==> src/rtl/fetch_prefetch_unit.sv <==
// Fetch/prefetch stage: owns the fetch PC, issues in-order requests to a latency-tolerant
// instruction memory, buffers returned words in a small FIFO and flushes everything on redirect.
module fetch_prefetch_unit #(
    parameter int              XLEN     = 32,
    parameter int              DEPTH    = 4,
    parameter int              MAX_OUT  = 2,
    parameter logic [XLEN-1:0] RESET_PC = '0
) (
    input  logic            clk,
    input  logic            rst_n,
    input  logic            redirect_valid,
    input  logic [XLEN-1:0] redirect_pc,
    output logic            imem_req_valid,
    input  logic            imem_req_ready,
    output logic [XLEN-1:0] imem_req_addr,
    input  logic            imem_rsp_valid,
    input  logic [31:0]     imem_rsp_data,
    output logic            instr_valid,
    input  logic            instr_ready,
    output logic [31:0]     instr,
    output logic [XLEN-1:0] instr_pc,
    output logic [XLEN-1:0] instr_pc4
);
    localparam int              PW         = $clog2(DEPTH);
    localparam int              CW         = $clog2(DEPTH + 1);
    localparam logic [CW:0]     DEPTH_W    = (CW+1)'(DEPTH);
    localparam logic [CW:0]     MAX_OUT_W  = (CW+1)'(MAX_OUT);
    localparam logic [CW-1:0]   FULL       = CW'(DEPTH);
    localparam logic [31:0]     NOP        = 32'h0000_0013;
    localparam logic [XLEN-1:0] PC_STEP    = XLEN'(4);
    localparam logic [XLEN-1:0] ALIGN_MASK = ~XLEN'(3);

    logic [XLEN-1:0] fetchPc;
    logic [XLEN-1:0] rspPc;
    logic [PW-1:0]   rdPtr;
    logic [PW-1:0]   wrPtr;
    logic [CW-1:0]   count;
    logic [CW-1:0]   live;
    logic [CW-1:0]   stale;
    logic [XLEN-1:0] pcMem    [DEPTH];
    logic [31:0]     instrMem [DEPTH];

    logic [XLEN-1:0] redirectBase;
    logic [CW:0]     fillSum;
    logic [CW:0]     flightSum;
    logic            headValid;
    logic            reqFire;
    logic            rspFire;
    logic            rspStale;
    logic            rspLive;
    logic            push;
    logic            pop;

    assign redirectBase = redirect_pc & ALIGN_MASK;
    assign fillSum      = {1'b0, count} + {1'b0, live};
    assign flightSum    = {1'b0, live} + {1'b0, stale};
    assign headValid    = (count != '0);

    // A FIFO slot is reserved at issue time, so a returning word always has room.
    assign imem_req_valid = rst_n && (fillSum < DEPTH_W) && (flightSum < MAX_OUT_W);
    assign imem_req_addr  = fetchPc;
    assign reqFire        = imem_req_valid && imem_req_ready;

    assign rspFire  = imem_rsp_valid && (flightSum != '0);
    assign rspStale = rspFire && (stale != '0);
    assign rspLive  = rspFire && (stale == '0);
    assign push     = rspLive && !redirect_valid;
    assign pop      = headValid && instr_ready && !redirect_valid;

    assign instr_valid = headValid;
    assign instr       = headValid ? instrMem[rdPtr] : NOP;
    assign instr_pc    = headValid ? pcMem[rdPtr] : rspPc;
    assign instr_pc4   = instr_pc + PC_STEP;

    always_ff @(posedge clk or negedge rst_n) begin
        if (!rst_n) begin
            fetchPc <= RESET_PC;
            rspPc   <= RESET_PC;
            rdPtr   <= '0;
            wrPtr   <= '0;
            count   <= '0;
            live    <= '0;
            stale   <= '0;
        end else if (redirect_valid) begin
            fetchPc <= redirectBase;
            rspPc   <= redirectBase;
            rdPtr   <= '0;
            wrPtr   <= '0;
            count   <= '0;
            live    <= '0;
            // Everything still owed by memory after this edge belongs to the old path.
            stale   <= stale + live + CW'(reqFire) - CW'(rspFire);
        end else begin
            if (reqFire) fetchPc <= fetchPc + PC_STEP;
            if (push) begin
                rspPc <= rspPc + PC_STEP;
                wrPtr <= wrPtr + PW'(1);
            end
            if (pop) rdPtr <= rdPtr + PW'(1);
            count <= count + CW'(push) - CW'(pop);
            live  <= live + CW'(reqFire) - CW'(rspLive);
            stale <= stale - CW'(rspStale);
        end
    end

    // NOTE: FIFO storage is not reset; count alone decides which entries are meaningful.
    always_ff @(posedge clk) begin
        if (push) begin
            pcMem[wrPtr]    <= rspPc;
            instrMem[wrPtr] <= imem_rsp_data;
        end
    end

    noOverflow: assert property (@(posedge clk) disable iff (!rst_n)
        !(push && !pop && (count == FULL)));
    noOrphanResponse: assert property (@(posedge clk) disable iff (!rst_n)
        !(imem_rsp_valid && (flightSum == '0)));

endmodule
==> config.mk <==
export PLATFORM = sky130hd
export DESIGN_NAME = fetch_prefetch_unit
export DESIGN_NICKNAME = d
export VERILOG_FILES = /design/src/rtl/fetch_prefetch_unit.sv
export SDC_FILE = /design/constraint.sdc
export NUM_CORES = 1
export LEC_CHECK = 0
export BUFFER_PORTS_ARGS = -buffer_cell sky130_fd_sc_hd__buf_2
export CAP_MARGIN = 25
export CORE_AREA = 2 2 158 160
export DETAILED_ROUTE_END_ITERATION = 8
export DIE_AREA = 0 0 160 162
export PLACE_DENSITY_LB_ADDON = 0.15
export SYNTH_ARGS = -nofsm -noshare
export SYNTH_HDL_FRONTEND = slang
export SYNTH_SLANG_ARGS = --single-unit
==> constraint.sdc <==
create_clock -name clk -period 9.7 [get_ports clk]
set_clock_uncertainty 0.2 [all_clocks]
set_input_delay 1.94 -clock clk [delete_from_list [all_inputs] [get_ports clk]]
set_output_delay 1.94 -clock clk [all_outputs]
set_load 0.05 [all_outputs]
==> flow_metrics.tcl <==
set metrics [dict create \
    worstSkewPairLatency_ps 510 \
    std_cell_rows 57 \
    post-synth-top-count-cell "edfxtp_1" \
    grt_start_max_net_pins 69 \
    setup_viol 0 \
    synthCells 1009 \
    synth_edf_count 248 \
    io_buffers 191 \
    cts_made_buffers 34 \
    clk_pin_slew_ps 60 \
    place.gp.congestion 0.8774 \
    ys_top_cells_by_area "edfxtp_1, dfrtp_1, mux4_2" \
    multi_input_area_sq_mm 0.005354 \
    die_y_microns 162 \
    grtUsageTotal 0.2499 \
    max_freq_mhz 152.9 \
    die_w_microns 160 \
    timing.hold.ws_ps 338.9 \
    first_global_vias 9210 \
    synth_cell_types 67 \
    drc_errors 0 \
    outcome "finished clean" \
    critical_path_class "flip-flop to output pin" \
    grt_overflow 0 \
    rsz0062_at_grt "no" \
    cts_tree "done" \
    dr.pass1.iters 5 \
    synth_ff_type "edfxtp_1" \
    dr_total_vias 9045 \
    vdd_ir_drop_max_v 0.0002120 \
    synth_area_leader_cell "edfxtp_1" \
    syn_to_final_growth_pct 15.21 \
    cts_root_buf "clkbuf_16" \
    post_cts_resized 0 \
    fin_total_pwr_mw 5.224 \
    seq_area_sq_mm 0.009279 \
    antenna_found_initial 0 \
    synth_seq_area_share 0.6150 \
    grt_pass1_wl_microns 50400 \
    wl_per_cell_microns 20.69 \
    pre_cts_slack_ps 3652 \
    routed_via_density 5.851 \
    fin_nets 1292 \
    slew_headroom 0.3235 \
    hold_violations 0 \
    leakagePower_nw 6.487 \
    cts_max_path_buffers 3 \
    synth_top_area_frac 0.4938 \
    start_util 0.6256 \
    synth-seq-cells 321 \
    post_cts_buffers 0 \
    ioPinCount 200 \
    drtAntennaViolNets 0 \
    core_area_sq_mm 0.02411 \
    cp_data_arrival_time_ps 4400 \
    setup_ws_ps 3158 \
    async_flop_share 0.2274 \
    fp.dieArea_sq_mm 0.02592 \
    netlist_top_cells_count "edfxtp_1, nand2_1, dfrtp_1" \
    avgSynthCellArea_sq_um 14.95 \
    final_max_slew_viol_count 0 \
    setup_tns_ps 0 \
    startpoint_type "flip-flop" \
    cp_data_required_time_ps 7560 \
    min_period_ps 6542 \
    endpoint_kind "output pin" \
    htreeDepth 2 \
    hold_class "flip-flop to flip-flop" \
    tightest_slew_ps 1005 \
    layout-drive-gt1-share 0.3191 \
    syn-cell-area_sq_mm 0.01508 \
    drv_cap 0 \
    antennaDiodeCount 0 \
    critPathMaxFanout 37 \
    ys_warn_count 0 \
    cts.sinks 321 \
    routed_wl_microns 31990 \
    rrSetupSlack_ps 5520 \
    cts_hold_buf 0 \
    nFillCells 1631 \
    finalCritPeriodShare 0.6744 \
    dp_hpwl_microns 20470 \
    power_density_mw_per_mm2 300.7 \
    drt_iter0_markers 850 \
]
metrics by stage:
stage / instances / utilization / instance area (sq um)
after floorplan: 1014 / - / 15100
after global placement: 1485 / 0.6732 / 16230
after detailed placement: 1485 / 0.6732 / 16230
after CTS: 1546 / 0.7208 / 17370
after global routing: 1546 / 0.7208 / 17370
final: 1546 / 0.7208 / 17370
layout make-up:
| cell class | count | area share |
|---|---|---|
| clock buffers | 41 | 0.05653 |
| flip-flops and latches | 321 | 0.5341 |
| inverters | 40 | 0.008642 |
| well taps | 324 | 0.02333 |
| clock inverters | 20 | 0.009506 |
| multi-input cells | 598 | 0.3082 |
| repair buffers | 202 | 0.05977 |
registers in the layout, summed over array words and instances, names as in the netlist:
register,flops
rspPc,30
wrPtr,2
instrMem,128
pcMem,120
count,3
imem_req_addr,30
stale,3
live,3
rdPtr,2
report_power, final:
group | leakage, nW | internal (mW) | switching, mW
clock | 0.559 | 0.778 | 0.522
sequential | 3.09 | 1.57 | 0.119
combinational | 2.84 | 0.626 | 1.61
final timing paths:
| path | from | end | cells past startpoint |
|---|---|---|---|
| max reg2reg | live[0] | instrMem[1][16] | 9 |
| max | rdPtr[0] | instr_pc4[14] | 8 |
| min | rspPc[30] | pcMem[1][30] | 0 |
| max in group asynchronous | rst_n | rdPtr[0] | 2 |
| min reg2reg | rspPc[30] | pcMem[1][30] | 0 |
| min in group asynchronous | rst_n | imem_req_addr[24] | 1 |
placed cells by master (no fill, tap or decap), types with 3 or more instances in the layout:
| master | instances |
|---|---|
| edfxtp_1 | 248 |
| buf_2 | 191 |
| nand2_1 | 82 |
| dfrtp_1 | 71 |
| xnor2_1 | 52 |
| mux4_2 | 49 |
| mux2_2 | 43 |
| nand3_1 | 43 |
| xor2_1 | 43 |
| clkbuf_16 | 38 |
| inv_1 | 37 |
| nor2_1 | 35 |
| and2_1 | 33 |
| nand4_1 | 25 |
| ha_1 | 20 |
| nor3_1 | 18 |
| mux2i_1 | 17 |
| a21oi_1 | 15 |
| mux4_1 | 13 |
| nor4_2 | 11 |
| buf_4 | 11 |
| and3_1 | 10 |
| nor4_1 | 8 |
| clkinv_1 | 7 |
| o21ai_0 | 6 |
| nand2b_1 | 6 |
| conb_1 | 6 |
| and3_2 | 5 |
| or2_2 | 5 |
| a21boi_0 | 5 |
| fa_1 | 5 |
| clkinv_2 | 5 |
| nor2b_1 | 4 |
| inv_2 | 3 |
| o2111ai_1 | 3 |
| a211oi_1 | 3 |
| clkinvlp_4 | 3 |
critical path, stage by stage, from the launching register on:
cell and delay (ps):
dfrtp_4 780, buf_4 700, mux4_2 400, nand4_1 200, nand2_1 230, nor3b_1 700
nand2_1 170, xnor2_1 350, buf_2 340
cells by family after synthesis:
group | after synthesis | share of synthesized area
XOR/XNOR | 95 | 0.05517
adder cells (fa/ha/maj) | 25 | 0.02323
flip-flops | 321 | 0.6150
AND/OR/NAND/NOR | 302 | 0.1094
other | 1 | 0.0002487
buffers and inverters | 95 | 0.03244
multiplexers | 123 | 0.1407
AO/OA/AOI/OAI | 47 | 0.02390
routing by layer:
metal  up-vias  global-route usage  wire (microns)
li1       4138                   -               -
met1      4547              0.3490           13820
met2       306              0.4189           15700
met3        54             0.03550            1694
met4         0             0.07166             773
met5         -                   0               0
Note: power is estimated with default switching activity, not from simulation.
